**src/rtl/abc_pkg.sv**
```systemverilog
// Shared types for the a/b/c sequence checker: state and error encodings.
package abc_pkg;

  localparam int W_DEF = 3;

  typedef enum logic [2:0] {
    S_IDLE = 3'd0,
    S_A    = 3'd1,
    S_B    = 3'd2,
    S_C    = 3'd3,
    S_DONE = 3'd4,
    S_ERR  = 3'd5
  } state_t;

  typedef enum logic [2:0] {
    NONE         = 3'd0,
    INIT_NONZERO = 3'd1,
    BAD_STEP     = 3'd2,
    IDLE_MOVED   = 3'd3,
    OVERRUN      = 3'd4
  } err_t;

endpackage

```
**src/rtl/abc_step_check.sv**
```systemverilog
// Per-counter step classifier: a legal +1 step when active, any change when idle.
module abc_step_check #(
  parameter int W = abc_pkg::W_DEF
) (
  input  logic [W-1:0] cur,
  input  logic [W-1:0] prev,
  input  logic         active,
  output logic         ok_step,
  output logic         moved
);

  logic [W-1:0] prev_inc;

  // Increment wraps modulo 2**W by construction of the W-bit result.
  assign prev_inc = prev + W'(1);
  assign ok_step  = active && (cur == prev_inc);
  assign moved    = !active && (cur != prev);

endmodule

```
**config.mk**
```make
export PLATFORM = sky130hd
export DESIGN_NAME = abc_step_check
export DESIGN_NICKNAME = d
export VERILOG_FILES = /design/src/rtl/abc_pkg.sv /design/src/rtl/abc_step_check.sv
export SDC_FILE = /design/constraint.sdc
export NUM_CORES = 1
export LEC_CHECK = 0
export ABC_AREA = 1
export CORE_AREA = 2 2 39 41
export DETAILED_ROUTE_END_ITERATION = 6
export DIE_AREA = 0 0 41 43
export PLACE_DENSITY_LB_ADDON = 0.3
export SYNTH_ARGS = -nofsm -noshare
export SYNTH_HDL_FRONTEND = slang
export SYNTH_SLANG_ARGS = --single-unit
```
**constraint.sdc**
```tcl
create_clock -name vclk -period 0.8
set_input_delay 0.08 -clock vclk [all_inputs]
set_output_delay 0.08 -clock vclk [all_outputs]
set_load 0.02 [all_outputs]
```
==> impl_metrics.prom, run 1 <==
# TYPE chip_impl_metric gauge
chip_impl_metric{name="required",unit="ns"} 0.72
chip_impl_metric{name="timing.setup.tns",unit="ns"} -0.1359
chip_impl_metric{name="rows",unit=""} 14
chip_impl_metric{name="post_cts.repair.setup_buffers",unit=""} 0
chip_impl_info{name="violated_checks",value="negative setup slack"} 1
chip_impl_metric{name="power.static_leakage",unit="nW"} 0.1552
chip_impl_metric{name="max_freq",unit="MHz"} 1069
chip_impl_metric{name="dieHeight",unit="µm"} 43
chip_impl_metric{name="synthMuxAreaShare",unit="%"} 0
chip_impl_info{name="status",value="complete, but fails checks"} 1
chip_impl_metric{name="numSequentialCells",unit=""} 0
chip_impl_metric{name="place_congestion",unit=""} 0.6101
chip_impl_metric{name="arrival",unit="ns"} 0.86
chip_impl_metric{name="antenna_found_initial",unit=""} 0
chip_impl_metric{name="routedWlPerCell",unit="µm"} 6.148
chip_impl_metric{name="finalCoreUtilization",unit="%"} 19.89
chip_impl_metric{name="power_density",unit="nW/µm²"} 521.8
chip_impl_metric{name="io_pins",unit=""} 9
chip_impl_metric{name="wire_length_of_the_first_global_routing_pass",unit="µm"} 600
chip_impl_metric{name="grt_util_all_layers",unit="%"} 4.396
chip_impl_metric{name="drt_iter0_drc",unit=""} 0
chip_impl_metric{name="synth_top_area_share",unit="%"} 36.45
chip_impl_metric{name="drtPass1Iterations",unit=""} 1
chip_impl_info{name="end_kind",value="output port"} 1
chip_impl_metric{name="syn-instance-count",unit=""} 29
chip_impl_metric{name="clock_period_minus_final_worst_setup_slack",unit="ns"} 0.9359
chip_impl_metric{name="syn-cell-area",unit="µm²"} 133.9
chip_impl_info{name="cpMaxStageDelayCell",value="ha_4"} 1
chip_impl_metric{name="syn-num-nets",unit=""} 37
chip_impl_metric{name="hpwlAfterDp",unit="µm"} 300.4
chip_impl_metric{name="worst_slew_pin_slew",unit="ns"} 0.1330
chip_impl_metric{name="first_global_vias",unit=""} 161
chip_impl_metric{name="setup_viol",unit=""} 1
chip_impl_metric{name="cts.hold.buffers_added",unit=""} 0
chip_impl_metric{name="post_route_cells_drive_above_1_share",unit="%"} 52.63
chip_impl_metric{name="remaining_drc_errors",unit=""} 0
chip_impl_metric{name="synthSimpleGateAreaFrac",unit="%"} 61.68
chip_impl_metric{name="worst_slew_margin_rel",unit="%"} 91.09
chip_impl_metric{name="layout.filler_cells",unit=""} 172
chip_impl_metric{name="core_region_area",unit="µm²"} 1384
chip_impl_metric{name="synth-adder-area-share",unit="%"} 9.346
chip_impl_metric{name="clock_buf_count",unit=""} 0
chip_impl_info{name="path_cells",value="buf_8 > ha_4 > xnor2_2 > nand3_2 > nor2_4 > buf_6"} 1
chip_impl_metric{name="peak_supply_drop",unit="mV"} 0.1228
chip_impl_metric{name="yosysSeqAreaShare",unit="%"} 0
chip_impl_metric{name="finalNetCount",unit=""} 48
chip_impl_metric{name="synth_area_per_cell",unit="µm²"} 4.616
chip_impl_metric{name="buffer_ports.inserted",unit=""} 9
chip_impl_metric{name="critPathMaxStageDelay",unit="ns"} 0.26
chip_impl_metric{name="grt_max_degree",unit=""} 5
chip_impl_info{name="rsz0062_at_grt",value="yes"} 1
chip_impl_metric{name="yosysWarnings",unit=""} 0
chip_impl_metric{name="initial_utilization",unit="%"} 9.674
chip_impl_metric{name="antenna_left",unit=""} 0
chip_impl_info{name="synth_top_family_by_area",value="simple AND/OR/NAND/NOR gates"} 1
chip_impl_metric{name="timing.final.hold_violations",unit=""} 0
chip_impl_metric{name="final_wirelength",unit="µm"} 332
chip_impl_metric{name="layout-area-overhead-vs-synth",unit="%"} 105.6
chip_impl_metric{name="multi_input_comb_area",unit="µm²"} 143.9
chip_impl_info{name="library_cell_with_the_highest_instance_count_after_synthesis",value="nand2_1"} 1
chip_impl_info{name="netlist_top_cells_area",value="nand2_1 (36%), inv_1 (22%), ha_1 (9.3%)"} 1
chip_impl_metric{name="synth_xor_xnor_area_share",unit="%"} 6.542
chip_impl_metric{name="crit_path_max_fanout",unit=""} 4
chip_impl_metric{name="max_cap_viol_count",unit=""} 0
chip_impl_metric{name="x_dimension_of_the_die",unit="µm"} 41
chip_impl_info{name="worstHoldPathType",value="in2out"} 1
chip_impl_info{name="kind_of_launch_point_of_the_worst_setup_path",value="input port"} 1
chip_impl_metric{name="grt.overflow.total",unit=""} 0
chip_impl_info{name="yosysTopAreaCell",value="nand2_1"} 1
chip_impl_info{name="setup.worst_path.class",value="in2out"} 1
chip_impl_metric{name="layout.area.seq",unit="µm²"} 0
chip_impl_info{name="top_cells_by_instance_count_after_synthesis",value="nand2_1 (13), inv_1 (8), nand2_2 (2), nand3_1 (2)"} 1
chip_impl_metric{name="fraction_of_the_cycle_the_final_worst_path_needs",unit="%"} 117.0
chip_impl_metric{name="synth_compound_area_share",unit="%"} 0
chip_impl_metric{name="antenna-diode-count",unit=""} 0
chip_impl_metric{name="final-max-slew-violation-count",unit=""} 0
chip_impl_metric{name="via_per_inst",unit=""} 3.296
chip_impl_metric{name="synth_cell_type_count",unit=""} 8
chip_impl_metric{name="detailroute.via_count",unit=""} 178
chip_impl_metric{name="die_area",unit="µm²"} 1763
chip_impl_metric{name="worst_slack",unit="ns"} -0.1359
-- power breakdown --
part | leakage, nW | switching [W] | internal, W | total, W
logic | 0.155 | 0.0000703 | 0.0000734 | 0.000144
clock network | 0 | 0 | 0 | 0
registers | 0 | 0 | 0 | 0
-- through the flow --
step / power [W] / hold slack (ns) / instance area (µm²) / instances / setup slack, ns
6_report: 0.0001436 / 0.5875 / 275.3 / 54 / -0.1359
5_1_grt: 0.0001586 / 0.6192 / 275.3 / 54 / -0.1770
4_1_cts: 0.0001429 / 0.6000 / 271.5 / 54 / -0.1395
3_5_place_dp: 0.0001300 / 1.298 / 264.0 / 54 / -1.159
3_3_place_gp: 0.0001290 / 1.288 / 264.0 / 54 / -1.153
2_1_floorplan: 0.00006687 / 0.3123 / 153.9 / 29 / -0.01515
-- critical path, delay by kind of cell --
kind | cells | cell delay [ns]
XOR/XNOR | 1 | 0.10
adder cells (fa/ha/maj) | 1 | 0.26
buffers and inverters | 2 | 0.22
AND/OR/NAND/NOR | 2 | 0.19
-- cells in the final DEF (no fill, tap or decap) --
master | Yosys | routed
buf_2 | 0 | 4
buf_6 | 0 | 2
buf_8 | 0 | 2
dlygate4sd2_1 | 0 | 1
ha_4 | 0 | 1
inv_1 | 8 | 4
inv_2 | 0 | 4
nand2_1 | 13 | 12
nand2_2 | 2 | 3
nand3_2 | 0 | 2
nand3b_1 | 1 | 1
nor2_4 | 0 | 1
xnor2_2 | 0 | 1
-- routing by layer --
layer  share of wire, %  vias to the layer above  track usage, %
met5                  0                        -               0
met3                6.0                        0          0.5236
li1                   -                      102               -
met1                 39                       73           6.013
met4                  0                        0               0
met2                 54                        3           7.500
-- worst paths after layout --
kind / start / endpoint / cells after the start
worst min-delay path: cur[1] / ok_step / 5
worst max-delay path: prev[0] / ok_step / 6
-- what timing repair did --
item | in CTS | in global routing
endpoints found under the setup margin | 2 | 2
pin swaps | 8 | 5
resized for setup | 49 | 2
-- final cells by class --
| cell class | count | share of cell area, % |
|---|---|---|
| repair buffers | 9 | 29.55 |
| inverters | 8 | 10.91 |
| multi-input cells | 21 | 52.27 |
| well taps | 16 | 7.273 |
-- kinds of logic after synthesis --
group                      after synthesis
xor gates and xnor gates                 1
buffers and inverters                    8
adders and majority gates                1
and+or+nand+nor                         19
No activity file was read; power rests on OpenSTA's default activity.
==> run 2, diff against run 1 <==
--- a/config.mk
+++ b/config.mk
@@ -9,7 +9,7 @@
 export CORE_AREA = 2 2 39 41
 export DETAILED_ROUTE_END_ITERATION = 6
 export DIE_AREA = 0 0 41 43
-export PLACE_DENSITY_LB_ADDON = 0.3
+export PLACE_DENSITY = 0.36
 export SYNTH_ARGS = -nofsm -noshare
 export SYNTH_HDL_FRONTEND = slang
 export SYNTH_SLANG_ARGS = --single-unit
==> run 2 against run 1 <==
The flow still finishes with violations (negative setup slack). Sequential cell count is the same. Count of clock-buffer cells in the layout is the same. Hold slack gained 0.0067 ns. Core utilization grew 1.5 points. Routed wire length grew 2.4%. Sequential share of layout area is the same. Global-route usage shrank 0.10 points. First-iteration DRC count grew 1. Final cell count grew 1.9%. Die area is the same. Non-clock buffer count grew 1. Critical endpoint unchanged.
==> impl_metrics.prom, run 2 (same netlist as run 1, synthesis figures left out) <==
# TYPE chip_impl_metric gauge
chip_impl_metric{name="buffer_ports.inserted",unit=""} 9
chip_impl_metric{name="io_pins",unit=""} 9
chip_impl_metric{name="max_freq",unit="MHz"} 1073
chip_impl_info{name="mostFrequentLayoutCell",value="nand2_1"} 1
chip_impl_metric{name="detailroute.via_count",unit=""} 189
chip_impl_metric{name="initial_utilization",unit="%"} 9.674
chip_impl_metric{name="grt_util_all_layers",unit="%"} 4.296
chip_impl_metric{name="x_dimension_of_the_die",unit="µm"} 41
chip_impl_metric{name="grt.overflow.total",unit=""} 0
chip_impl_metric{name="drtPass1Iterations",unit=""} 2
chip_impl_metric{name="numSequentialCells",unit=""} 0
chip_impl_metric{name="antenna_left",unit=""} 0
chip_impl_metric{name="antenna-diode-count",unit=""} 0
chip_impl_info{name="setup.worst_path.class",value="in2out"} 1
chip_impl_metric{name="wire_length_of_the_first_global_routing_pass",unit="µm"} 586
chip_impl_metric{name="antenna_found_initial",unit=""} 0
chip_impl_metric{name="clock_buf_count",unit=""} 0
chip_impl_metric{name="crit_path_max_fanout",unit=""} 3
chip_impl_metric{name="layout.filler_cells",unit=""} 169
chip_impl_metric{name="required",unit="ns"} 0.72
chip_impl_metric{name="peak_supply_drop",unit="mV"} 0.1161
chip_impl_metric{name="worst_slew_margin_rel",unit="%"} 91.22
chip_impl_metric{name="fraction_of_the_cycle_the_final_worst_path_needs",unit="%"} 116.5
chip_impl_metric{name="via_per_inst",unit=""} 3.436
chip_impl_info{name="kind_of_launch_point_of_the_worst_setup_path",value="input port"} 1
chip_impl_metric{name="remaining_drc_errors",unit=""} 0
chip_impl_metric{name="final-max-slew-violation-count",unit=""} 0
chip_impl_info{name="layout.cells.most_common_list",value="nand2_1 (9), nand2_2 (6), inv_1 (4), buf_2 (4)"} 1
chip_impl_metric{name="timing.final.hold_violations",unit=""} 0
chip_impl_metric{name="final_wirelength",unit="µm"} 340
chip_impl_metric{name="post_route_cells_drive_above_1_share",unit="%"} 61.54
chip_impl_info{name="status",value="complete, but fails checks"} 1
chip_impl_metric{name="power_density",unit="nW/µm²"} 520.3
chip_impl_metric{name="clock_period_minus_final_worst_setup_slack",unit="ns"} 0.9323
chip_impl_metric{name="drt_iter0_drc",unit=""} 1
chip_impl_metric{name="timing.setup.tns",unit="ns"} -0.1323
chip_impl_metric{name="whs",unit="ns"} 0.5941
chip_impl_metric{name="die_area",unit="µm²"} 1763
chip_impl_metric{name="arrival",unit="ns"} 0.85
chip_impl_metric{name="setup_viol",unit=""} 1
chip_impl_metric{name="first_global_vias",unit=""} 166
chip_impl_metric{name="layout.area.seq",unit="µm²"} 0
chip_impl_metric{name="routedWlPerCell",unit="µm"} 6.182
chip_impl_info{name="rsz0062_at_grt",value="yes"} 1
chip_impl_metric{name="cts.hold.buffers_added",unit=""} 0
chip_impl_metric{name="rows",unit=""} 14
chip_impl_metric{name="hold_depth",unit=""} 5
chip_impl_metric{name="worst_slew_pin_slew",unit="ns"} 0.1311
chip_impl_metric{name="grt_max_degree",unit=""} 4
chip_impl_info{name="end_kind",value="output port"} 1
chip_impl_metric{name="place_congestion",unit=""} 0.6612
chip_impl_metric{name="worst_slack",unit="ns"} -0.1323
chip_impl_metric{name="dieHeight",unit="µm"} 43
chip_impl_metric{name="layout-area-overhead-vs-synth",unit="%"} 121.5
chip_impl_info{name="violated_checks",value="negative setup slack"} 1
chip_impl_info{name="worstHoldPathType",value="in2out"} 1
chip_impl_metric{name="max_cap_viol_count",unit=""} 0
chip_impl_metric{name="place_worst_setup_slack",unit="ns"} -1.179
chip_impl_metric{name="core_region_area",unit="µm²"} 1384
chip_impl_metric{name="finalNetCount",unit=""} 49
chip_impl_metric{name="power.static_leakage",unit="nW"} 0.1621
-- run 2: changes by cell type in the layout (fill, tap and decap cells not counted), sizes merged --
cell / previous run / this run
buf: 8 / 9
-- run 2: path summary, 6_finish.rpt --
kind,end,slack (ns),start
worst max-delay path,ok_step,-0.13,prev[1]
worst min-delay path,ok_step,0.59,cur[1]
-- run 2: metrics by stage --
step / instance area, µm² / total power (W) / utilization [%] / instances
final: 296.5 / 0.0001543 / 21.43 / 55
after floorplan: 153.9 / 0.00006687 / - / 29
after detailed placement: 264.0 / 0.0001295 / 19.08 / 54
after global placement: 264.0 / 0.0001296 / 19.08 / 54
after CTS: 289.0 / 0.0001518 / 20.89 / 55
after global routing: 296.5 / 0.0001706 / 21.43 / 55
-- run 2: final cells by class --
type | count | area (µm²) | area share (%)
Multi-Input combinational cell | 21 | 151.4 | 51.05
Tap cell | 16 | 20.02 | 6.751
Inverter | 8 | 32.53 | 10.97
Timing Repair Buffer | 10 | 92.59 | 31.22
-- run 2: layer usage --
metal	track usage, %	up-vias	wire length (µm)
met5	0	-	0
met4	0	0	0
met3	0.5236	0	20
met2	8.750	3	194
met1	4.430	81	125
li1	-	105	-
-- run 2: what timing repair did --
action                     CTS  global route
setup endpoints to repair    2             2
buffers inserted             1             0
resized for setup           53             3
cloned                       0             0
pin swaps                   10             2
-- run 2: power breakdown --
| part | internal (W) | switching (W) |
|---|---|---|
| Sequential | 0 | 0 |
| Combinational | 0.0000802 | 0.0000741 |
| Clock | 0 | 0 |
-- run 2: worst max-delay path, cell delays in order --
cell and delay [ns]:
buf_8 0.10, ha_4 0.23, xnor2_2 0.13, nand3_2 0.11, nor2_4 0.09, buf_6 0.11
==> run 3, diff against run 2 <==
==> constraint.sdc (replaced) <==
create_clock -name vclk -period 1.1
set_input_delay 0.11 -clock vclk [all_inputs]
set_output_delay 0.11 -clock vclk [all_outputs]
set_load 0.02 [all_outputs]
==> run 3 against run 2 <==
The run now ends clean. Critical path type unchanged. Setup slack gained 0.20 ns. Critical endpoint unchanged. Sequential cell count unchanged. Sequential share of layout area unchanged. Global-route usage increased by 0.10 points. Non-clock buffer count did not move. Total power is 44% lower. First-iteration DRC count up 100%. Combinational power down 44%. Hold slack gained 0.14 ns. Via count is 4.8% lower. Count of clock-buffer cells in the layout stayed put. Routed wire length down 14%. Highest routed layer unchanged. Largest cell class unchanged.
==> impl_metrics.prom, run 3 (same netlist as run 1, synthesis figures left out) <==
# TYPE chip_impl_metric gauge
chip_impl_metric{name="via_per_inst",unit=""} 3.273
chip_impl_metric{name="buffer_ports.inserted",unit=""} 9
chip_impl_metric{name="cell_internal_pwr",unit="W"} 0.00004573
chip_impl_metric{name="hpwlAfterDp",unit="µm"} 291.7
chip_impl_metric{name="grt.overflow.total",unit=""} 0
chip_impl_metric{name="post_route_cells_drive_above_1_share",unit="%"} 23.08
chip_impl_metric{name="grt_util_all_layers",unit="%"} 4.400
chip_impl_info{name="path_delay_family",value="buffers and inverters"} 1
chip_impl_metric{name="clock_buf_count",unit=""} 0
chip_impl_metric{name="layout.filler_cells",unit=""} 164
chip_impl_metric{name="layout.area.seq",unit="µm²"} 0
chip_impl_metric{name="peak_supply_drop",unit="mV"} 0.08319
chip_impl_metric{name="final_wirelength",unit="µm"} 292
chip_impl_info{name="setup.worst_path.class",value="in2out"} 1
chip_impl_metric{name="power.static_leakage",unit="nW"} 0.1576
chip_impl_metric{name="clock_period_minus_final_worst_setup_slack",unit="ns"} 1.028
chip_impl_metric{name="worst_slew_margin_rel",unit="%"} 90.20
chip_impl_metric{name="arrival",unit="ns"} 0.92
chip_impl_metric{name="critPathMaxStageDelay",unit="ns"} 0.24
chip_impl_info{name="worst_hold_startpoint",value="prev[0]"} 1
chip_impl_metric{name="multi_input_comb_area",unit="µm²"} 123.9
chip_impl_info{name="rsz0062_at_grt",value="no"} 1
chip_impl_metric{name="wire_length_of_the_first_global_routing_pass",unit="µm"} 593
chip_impl_metric{name="numSequentialCells",unit=""} 0
chip_impl_metric{name="x_dimension_of_the_die",unit="µm"} 41
chip_impl_metric{name="antenna-diode-count",unit=""} 0
chip_impl_metric{name="setup_viol",unit=""} 0
chip_impl_metric{name="finalNetCount",unit=""} 49
chip_impl_metric{name="remaining_drc_errors",unit=""} 0
chip_impl_info{name="worstHoldPathType",value="in2out"} 1
chip_impl_metric{name="timing.final.hold_violations",unit=""} 0
chip_impl_metric{name="max_cap_viol_count",unit=""} 0
chip_impl_info{name="worst_hold_path.endpoint",value="ok_step"} 1
chip_impl_metric{name="fraction_of_the_cycle_the_final_worst_path_needs",unit="%"} 93.49
chip_impl_info{name="cpMaxStageDelayCell",value="ha_4"} 1
chip_impl_info{name="layout.cells.most_common_list",value="nand2_1 (13), inv_1 (8), dlygate4sd2_1 (4), buf_4 (3)"} 1
chip_impl_info{name="kind_of_launch_point_of_the_worst_setup_path",value="input port"} 1
chip_impl_metric{name="required",unit="ns"} 0.99
chip_impl_metric{name="rows",unit=""} 14
chip_impl_metric{name="layout-area-overhead-vs-synth",unit="%"} 87.85
chip_impl_info{name="mostFrequentLayoutCell",value="nand2_1"} 1
chip_impl_info{name="path_cells",value="buf_2 > ha_4 > xnor2_2 > nand3_1 > nor2_1 > buf_4"} 1
chip_impl_metric{name="crit_path_max_fanout",unit=""} 3
chip_impl_metric{name="core_region_area",unit="µm²"} 1384
chip_impl_metric{name="routedWlPerCell",unit="µm"} 5.309
chip_impl_metric{name="stdcell_area",unit="µm²"} 251.5
chip_impl_metric{name="power.switching_fraction",unit="%"} 47.38
chip_impl_metric{name="drtPass1Iterations",unit=""} 4
chip_impl_metric{name="detailed_place.area",unit="µm²"} 251.5
chip_impl_metric{name="post_cts.repair.setup_buffers",unit=""} 0
chip_impl_metric{name="detailroute.via_count",unit=""} 180
chip_impl_metric{name="initial_utilization",unit="%"} 9.674
chip_impl_metric{name="critical_path.n_buffers_inverters",unit=""} 2
chip_impl_metric{name="hold_depth",unit=""} 6
chip_impl_metric{name="first_global_vias",unit=""} 158
chip_impl_metric{name="share_clk_of_total_power",unit="%"} 0
chip_impl_metric{name="io_pins",unit=""} 9
chip_impl_metric{name="p_seq_share",unit="%"} 0
chip_impl_metric{name="grt_max_degree",unit=""} 4
chip_impl_metric{name="share_comb_of_total_power",unit="%"} 100.0
chip_impl_info{name="status",value="completed"} 1
chip_impl_metric{name="netSwitchingPower",unit="W"} 0.00004118
chip_impl_metric{name="antenna_left",unit=""} 0
chip_impl_metric{name="worst_slew_pin_slew",unit="ns"} 0.1470
chip_impl_metric{name="max_freq",unit="MHz"} 972.4
chip_impl_metric{name="antenna_found_initial",unit=""} 0
chip_impl_metric{name="dieHeight",unit="µm"} 43
chip_impl_metric{name="power_density",unit="nW/µm²"} 345.6
chip_impl_info{name="end_kind",value="output port"} 1
chip_impl_metric{name="die_area",unit="µm²"} 1763
chip_impl_metric{name="final-max-slew-violation-count",unit=""} 0
chip_impl_metric{name="drt_iter0_drc",unit=""} 2
chip_impl_metric{name="place_congestion",unit=""} 0.6461
chip_impl_metric{name="finalCoreUtilization",unit="%"} 18.17
## run 3: changes by cell type in the layout (fill, tap and decap cells not counted), moves of 2 or more
| cell | delta |
|---|---|
| buf_2 | -2 |
| buf_4 | +3 |
| buf_6 | -3 |
| buf_8 | -2 |
| dlygate4sd2_1 | +3 |
| inv_1 | +4 |
| inv_2 | -3 |
| nand2_1 | +4 |
| nand2_2 | -4 |
| nand3_1 | +2 |
| nand3_2 | -2 |
## run 3: power by group through the flow
stage	Sequential, W	Clock, W	Combinational (W)
after CTS	0	0	0.0000892
after detailed placement	0	0	0.0000887
after floorplan	0	0	0.0000419
after global placement	0	0	0.0000890
after global routing	0	0	0.0000976
final	0	0	0.0000869
## run 3: worst max path at each step
stage,from,end,slack [ns],cells past startpoint
floorplan,prev[0],ok_step,0.11,4
global placement,prev[1],ok_step,-0.80,6
detailed placement,prev[1],ok_step,-0.80,6
CTS,prev[1],ok_step,0.04,6
global route,prev[1],ok_step,0.003,6
finish,prev[1],ok_step,0.07,6
## run 3: layer usage
metal	vias up	track usage (%)	part of all wire, %
met5	-	0	0
met2	3	7.187	55
met3	0	0	3.1
met1	74	6.667	41
li1	103	-	-
met4	0	0	0
## run 3: metrics by stage
step	hold WS (ns)	power [W]	setup WS (ns)	cells	TNS [ns]
global route	0.7969	0.00009756	0.002895	55	0
finish	0.7331	0.00008691	0.07159	55	0
global placement	1.292	0.00008900	-0.7983	55	-1.426
floorplan	0.3665	0.00004195	0.1079	29	0
CTS	0.7381	0.00008916	0.03830	55	0
detailed placement	1.287	0.00008866	-0.7965	55	-1.418
## run 3: what timing repair did
action,in CTS,in global routing
pin swaps,4,1
resized for setup,24,0
hold buffers,0,0
setup endpoints to repair,2,1
## run 3: tightest hold or removal path, stage by stage
cell and delay (ns):
buf_2 0.11, ha_4 0.12, nand2_1 0.04, nand2_1 0.05, nor2_1 0.04, buf_4 0.14
## run 3: area by class of cell
cell class	instances	area share (%)
inverters	8	11.94
multi-input cells	21	49.25
repair buffers	10	30.85
well taps	16	7.960
